[src/rtl/debounce_pkg.sv]
// debounce_pkg: shared constants and the tick divider helper for switch_debounce_sync
package debounce_pkg;
  localparam int DEFAULT_WIDTH = 8;
  localparam int MIN_STABLE_SAMPLES = 2;
  function automatic int tick_div(input int clk_hz, input int period_us);
    return (clk_hz / 1000000) * period_us;
  endfunction
endpackage

[src/rtl/debounce_bit.sv]
// debounce_bit: two-flop synchroniser plus tick-sampled history filter for one input line
import debounce_pkg::*;
module debounce_bit #(
  parameter int STABLE_SAMPLES = 4
) (
  input  logic clk,
  input  logic reset,
  input  logic tick,
  input  logic raw,
  output logic level,
  output logic flip
);
  logic sync1, sync2;
  logic [STABLE_SAMPLES-1:0] hist, new_hist;
  assign new_hist = {hist[STABLE_SAMPLES-2:0], sync2};
  // A flip needs every sample in the window to disagree with the current level
  assign flip = tick & (level ? ~|new_hist : &new_hist);
  always_ff @(posedge clk) begin
    if (reset) begin
      sync1 <= 1'b0;
      sync2 <= 1'b0;
      hist  <= '0;
      level <= 1'b0;
    end else begin
      sync1 <= raw;
      sync2 <= sync1;
      if (tick) begin
        hist  <= new_hist;
        level <= level ^ flip;
      end
    end
  end
endmodule

[src/rtl/switch_debounce_sync.sv]
// switch_debounce_sync: synchronise and debounce WIDTH raw lines, flag changes via pulse and sticky mask.
// Define DEBOUNCE_IRQ_EN to add a level irq output with irq_ack clear.
import debounce_pkg::*;
module switch_debounce_sync #(
  parameter int CLK_FREQ_IN_HZ   = 25000000,
  parameter int SAMPLE_PERIOD_US = 1000,
  parameter int STABLE_SAMPLES   = 4,
  parameter int WIDTH            = DEFAULT_WIDTH
) (
  input  logic             clk,
  input  logic             reset,
  input  logic [WIDTH-1:0] raw_in,
  input  logic             clr_changed,
  output logic [WIDTH-1:0] debounced,
  output logic             change_pulse,
  output logic [WIDTH-1:0] changed_mask
`ifdef DEBOUNCE_IRQ_EN
  ,
  input  logic             irq_ack,
  output logic             irq
`endif
);
  localparam int TICK_DIV = tick_div(CLK_FREQ_IN_HZ, SAMPLE_PERIOD_US);
  localparam int CW = TICK_DIV > 1 ? $clog2(TICK_DIV) : 1;
  localparam logic [CW-1:0] LAST = CW'(TICK_DIV - 1);
  if (STABLE_SAMPLES < MIN_STABLE_SAMPLES) begin : g_bad_samples
    $error("STABLE_SAMPLES must be at least %0d", MIN_STABLE_SAMPLES);
  end
  if (TICK_DIV < 1) begin : g_bad_div
    $error("tick divider must be at least 1");
  end
  logic [CW-1:0] cnt;
  logic [WIDTH-1:0] flips;
  logic tick;
  assign tick = cnt == LAST;
  for (genvar i = 0; i < WIDTH; i++) begin : g_bit
    debounce_bit #(.STABLE_SAMPLES(STABLE_SAMPLES)) u_bit (
      .clk   (clk),
      .reset (reset),
      .tick  (tick),
      .raw   (raw_in[i]),
      .level (debounced[i]),
      .flip  (flips[i])
    );
  end
  always_ff @(posedge clk) begin
    if (reset) begin
      cnt          <= '0;
      change_pulse <= 1'b0;
      changed_mask <= '0;
    end else begin
      cnt          <= tick ? '0 : cnt + CW'(1);
      change_pulse <= |flips;
      changed_mask <= (clr_changed ? '0 : changed_mask) | flips;
    end
  end
`ifdef DEBOUNCE_IRQ_EN
  always_ff @(posedge clk) begin
    if (reset) irq <= 1'b0;
    else irq <= |flips ? 1'b1 : irq_ack ? 1'b0 : irq;
  end
`endif
endmodule

[config.mk]
export PLATFORM = sky130hd
export DESIGN_NAME = switch_debounce_sync
export DESIGN_NICKNAME = d
export VERILOG_FILES = /design/src/rtl/debounce_pkg.sv /design/src/rtl/debounce_bit.sv /design/src/rtl/switch_debounce_sync.sv
export SDC_FILE = /design/constraint.sdc
export NUM_CORES = 1
export LEC_CHECK = 0
export ABC_AREA = 1
export BUFFER_PORTS_ARGS = -buffer_cell sky130_fd_sc_hd__buf_4
export CORE_ASPECT_RATIO = 0.75
export CORE_UTILIZATION = 58
export CTS_CLUSTER_DIAMETER = 40
export DETAILED_ROUTE_END_ITERATION = 12
export PLACE_DENSITY = 0.76
export SYNTH_ARGS = -nofsm -noshare
export SYNTH_HDL_FRONTEND = slang
export SYNTH_SLANG_ARGS = --single-unit
[constraint.sdc]
create_clock -name clk -period 2.1 [get_ports clk]
set_clock_uncertainty 0.2 [all_clocks]
set_input_delay 0 -clock clk [delete_from_list [all_inputs] [get_ports clk]]
set_output_delay 0 -clock clk [all_outputs]
set_load 0.05 [all_outputs]
# --- Word level (Yosys, flattened, before mapping) ---
# Index checks and enable logic that the tools add are counted.
word_totals:
  regBits: 72
  in_bits: 11
  output_inout_bits: 17
  wordCells: 89
op_classes:
  add_sub_neg: 1
  n_eq_ne: 1
  muxes: 9
  bitwise_logic: 17
  reduce_logical: 26
ops:
  columns: ["cell", "count"]
  rows:
  - ["$reduce_and A4 Y1", 8]
  - ["$reduce_or A4 Y1", 8]
  - ["$add A15 B1 Y15 const B", 1]
  - ["$eq A15 B15 Y1 const B", 1]
  - ["$and A1 B1 Y1", 8]
  - ["$logic_not A1 Y1", 8]
  - ["$mux W1", 8]
  - ["$mux W8", 1]
  - ["$or A8 B8 Y8", 1]
  - ["$reduce_or A8 Y1", 1]
  - ["$xor A1 B1 Y1", 8]
  - ["$reduce_or A2 Y1", 1]

# --- Logic depth before layout (Yosys ltp) ---
logic_depth:
  word_depth: 5
  ltp_mapped: 10
  mapped_depth_nobuf: 10

# --- Hierarchy ---
# A second synthesis with hierarchy kept.
hier_totals:
  hier_cells: 436
  hier_area_um2: 3190.6
by_module_without_submodules:
  columns: ["module", "instances", "cells_each", "area_per_inst_um2", "seq_area_each_um2"]
  rows:
  - ["debounce_bit", 8, 33, 251.5, 120.1]
  - ["switch_debounce_sync", 1, 172, 1178.6, 480.5]

# --- Least setup slack after synthesis ---
# No wires, ideal clock.
synth_timing:
  path_type: "reg2reg"
  from: "register cnt[0]"
  to: "register g_bit[3].u_bit.level"
  arrival_time_ns: 1.294
  t_required_ns: 1.773
  path_slack_ns: 0.479
  stages_incl_launch_ff: 10
  path_buffers: 1
  synth_period_minus_slack_ns: 1.621
  cell_sequence: "dfxtp_1 > ha_1 > nand2_1 > inv_1 > nand4_2 > nor2_8 > nor2_8 > inv_8 > buf_12 > o22ai_2"
synth_between:
  elab_chain_len: 3
synth_lines:
  columns: ["item", "line_no", "source"]
  rows:
  - ["start, declared", "switch_debounce_sync.sv:32", "logic [CW-1:0] cnt;"]
  - ["start signal, assigned", "switch_debounce_sync.sv:52", "cnt <= tick ? '0 : cnt + CW'(1);"]
  - ["$eq A15 B15 Y1 *", "switch_debounce_sync.sv:35", "assign tick = cnt == LAST;"]
  - ["$and A1 B1 Y1", "debounce_bit.sv:17", "assign flip = tick & (level ? ~|new_hist : &new_hist);"]
  - ["$xor A1 B1 Y1", "debounce_bit.sv:29", "level <= level ^ flip;"]
  - ["end signal, assigned", "debounce_bit.sv:29", null]
  - ["end, declared", "debounce_bit.sv:10", "output logic level,"]
# Mark *: on every way between the ends. The rest lies on a longest branch, timed or not.
# A chain may end at the register's enable or synchronous reset.

# --- Worst setup path in the final report ---
layout_timing:
  from: "register cnt[0]"
  to: "register changed_mask[6]"
layout_between:
  elab_chain_len: 3
layout_lines:
  columns: ["item", "line_no", "source"]
  rows:
  - ["$eq A15 B15 Y1", "switch_debounce_sync.sv:35", null]
  - ["$and A1 B1 Y1", "debounce_bit.sv:17", null]
  - ["$or A8 B8 Y8", "switch_debounce_sync.sv:54", "changed_mask <= (clr_changed ? '0 : changed_mask) | flips;"]
  - ["end signal, assigned", "switch_debounce_sync.sv:54", null]
  - ["end, declared", "switch_debounce_sync.sv:16", "output logic [WIDTH-1:0] changed_mask"]
# Every way passes these cells.

==> qor.yml <==
clock_tree:
  clk_pin_slew_ns: 0.07
  cts_tree: "built"
  cts_buffers: 9
  root_buffer: "clkbuf_8"
  insertion_delay_ns: 0.35
  clockBufferDepth: 2
  cts.sinks: 72
  htreeDepth: 3
synth:
  synthDominantCellAreaShare: 0.469
  syn_inst: 393
  yosysTopAreaCell: "dfxtp_1"
  synth_nets: 405
  yosysUniqueCellTypes: 31
  ys_ff_latch: 72
  ys_seq_area_frac: 0.469
  synthesis.area_um2: 3080
  yosys_warnings: 0
  synth.area.top_cells: "dfxtp_1, nand2_1, inv_1, nor2_1, o21ai_2"
  syn-mean-instance-area_um2: 7.83
floorplan:
  coreArea_um2: 4980
  start_util: 0.617
  placementRows: 22
  die_area_um2: 5600
  io_pins: 28
  dieHeight_um: 65.1
  die_w_um: 86.1
worst_setup_path:
  crit_path_max_incr_delay_ns: 0.57
  required_ns: 2.18
  path_cells: "ha_2 > nand2_1 > inv_2 > nand4_4 > nor2_8 > nand2_1 > a21oi_2 > dlygate4sd3_1"
  crit_family: "buffers and inverters"
  critPathMaxFanout: 8
  critical_path_class: "flop to flop"
  cp.arrival_ns: 2.09
  cp-end-kind: "flop"
  cp-start-kind: "flop"
  crit_buf_inv: 2
  crit_slowest_cell: "dlygate4sd3_1"
  crit_top_cell: "nand2_1"
routing:
  ant_nets: 0
  vias: 2568
  routed_wl_um: 6170
  wl_per_cell_um: 12.0
  drt-initial-drc-count: 145
  first_pass_iters: 4
  drc: 0
  vias_per_cell: 5.00
worst_hold_path:
  hp-class: "flop to flop"
power:
  p_switching_uw: 558
  combPwrFrac: 0.040
  power_frac_clock: 0.424
  finalPower_mw: 2.60
  p_per_area_nw_per_um2: 707
  seqPwrFrac: 0.537
  power.leakage_nw: 1.51
  peakVddDrop_mv: 0.544
  swShare: 0.215
  p_int_mw: 2.04
cells_and_area:
  drive_above_1_share: 0.199
  n_antenna_cell: 0
  fin_cells: 514
  final_nets: 449
  syn2layout_area_growth_pct: 19.6
place:
  gp_congestion: 0.822
  dp_cells: 477
  dp_hpwl_um: 4120
  io_buffers: 27
sta:
  max_freq_mhz: 499
  setup_viol: 0
  maxSlewHeadroom: 0.715
  drv_slew: 0
  fin_crit_ns: 2.00
  rsz0062_at_grt: "no"
  fin_crit_sh: 0.955
  tightestPinTransition_ns: 0.425
  finalSetupTns_ns: 0
  final_hold_viol_count: 0
grt:
  first_global_vias: 2312
  grt_remaining_overflow: 0
  grtUsageTotal: 0.241
  grt_max_degree: 29
  antenna_found_initial: 0
  grt_first_pass_wirelength_um: 10100
run_status:
  outcome: "complete, no violations"
run:
  maxCapViolations: 0
[what timing repair did]
item	4_1_cts	5_1_grt
endpoints found under the setup margin	0	1
buffers inserted	0	2
hold buffers	19	0
endpoints found under the hold margin	25	0
resized for setup	0	6
[power groups by stage]
stage,Sequential [mW],Combinational (mW),Clock [mW]
floorplan,1.42,0.0582,0
global placement,1.42,0.0731,0
detailed placement,1.43,0.0747,0
CTS,1.39,0.101,1.12
global route,1.40,0.113,1.18
finish,1.40,0.103,1.10
[placed cells by master (no fill, tap or decap), types with 2 or more instances in the layout]
cell,n
nand4_1,7
inv_1,51
dfxtp_2,2
o21ai_2,12
clkbuf_8,11
dlygate4sd3_1,19
nand3b_1,2
nor3_1,5
buf_4,30
nor2_1,50
nand2_2,2
o21ai_0,13
dfxtp_1,70
nand2_1,99
clkinvlp_4,2
nor2_4,2
nand3_1,13
clkinv_2,2
nor2_8,2
inv_2,4
a21oi_1,14
nor2_2,3
xor2_1,4
o22ai_2,8
o21ai_1,4
[worst register-to-register path: stages, from the launching register on]
cell,delay (ns)
dfxtp_2,0.34
ha_2,0.20
nand2_1,0.07
inv_2,0.08
nand4_4,0.10
nor2_8,0.17
nand2_1,0.09
a21oi_2,0.13
dlygate4sd3_1,0.57
[cell usage after synthesis (all sizes together)]
library cell and instances:
nand2 101, xnor2 1, dfxtp 72, nand3 13, nor3b 1, inv 56, nor3 5, o211ai 1
nand3b 2, o21ai 29, nand4 8, a21oi 15, o22ai 8, or2 2, buf 17, ha 1
xor2 4, nor2 57
[sequential cells by signal (all words and copies together), names as in the netlist]
| name | flops |
|---|---|
| change_pulse | 1 |
| g_bit.u_bit.sync1 | 8 |
| g_bit.u_bit.hist | 24 |
| changed_mask | 8 |
| g_bit.u_bit.level | 8 |
| g_bit.u_bit.sync2 | 8 |
| cnt | 15 |
[through the flow]
stage	worst slack, ns	hold WS, ns	cell area [um^2]	util
after global placement	0.368	-0.000210	3250	0.652
after floorplan	0.479	-0.0930	3080	-
after detailed placement	0.309	0.00719	3250	0.652
final	0.0953	0.202	3680	0.738
after CTS	0.0207	0.204	3640	0.732
after global routing	0.0156	0.221	3680	0.738
[cell families after synthesis]
group,synth area share
AO/OA/AOI/OAI,0.121
AND/OR/NAND/NOR,0.273
XOR/XNOR,0.0142
adder cells (fa/ha/maj),0.00407
flip-flops,0.469
buffers and inverters,0.119
[metal layers]
layer | global-route usage | share of wire | vias to the layer above
met2 | 0.407 | 0.48 | 59
met1 | 0.285 | 0.44 | 1188
met5 | 0 | 0 | -
met4 | 0.0958 | 0.019 | 0
li1 | - | - | 1307
met3 | 0.0803 | 0.053 | 14
[final cells by class]
type,instances,area [um^2]
Fill cell,405,1310
Inverter,56,218
Clock inverter,5,55.1
Timing Repair Buffer,50,435
Tap cell,72,90.1
Sequential cell,72,1440
Clock buffer,11,151
Multi-Input combinational cell,248,1280
[path summary, 6_finish.rpt]
path                                            from                   end  slack, ns  depth (start not counted)
worst min register to register  g_bit[5].u_bit.sync1  g_bit[5].u_bit.sync2       0.20                          2
worst min-delay path            g_bit[5].u_bit.sync1  g_bit[5].u_bit.sync2       0.20                          2
worst max register to register                cnt[0]       changed_mask[6]        0.1                          8
worst max-delay path                          cnt[0]       changed_mask[6]        0.1                          8
Power figures use the tool's default switching activity.
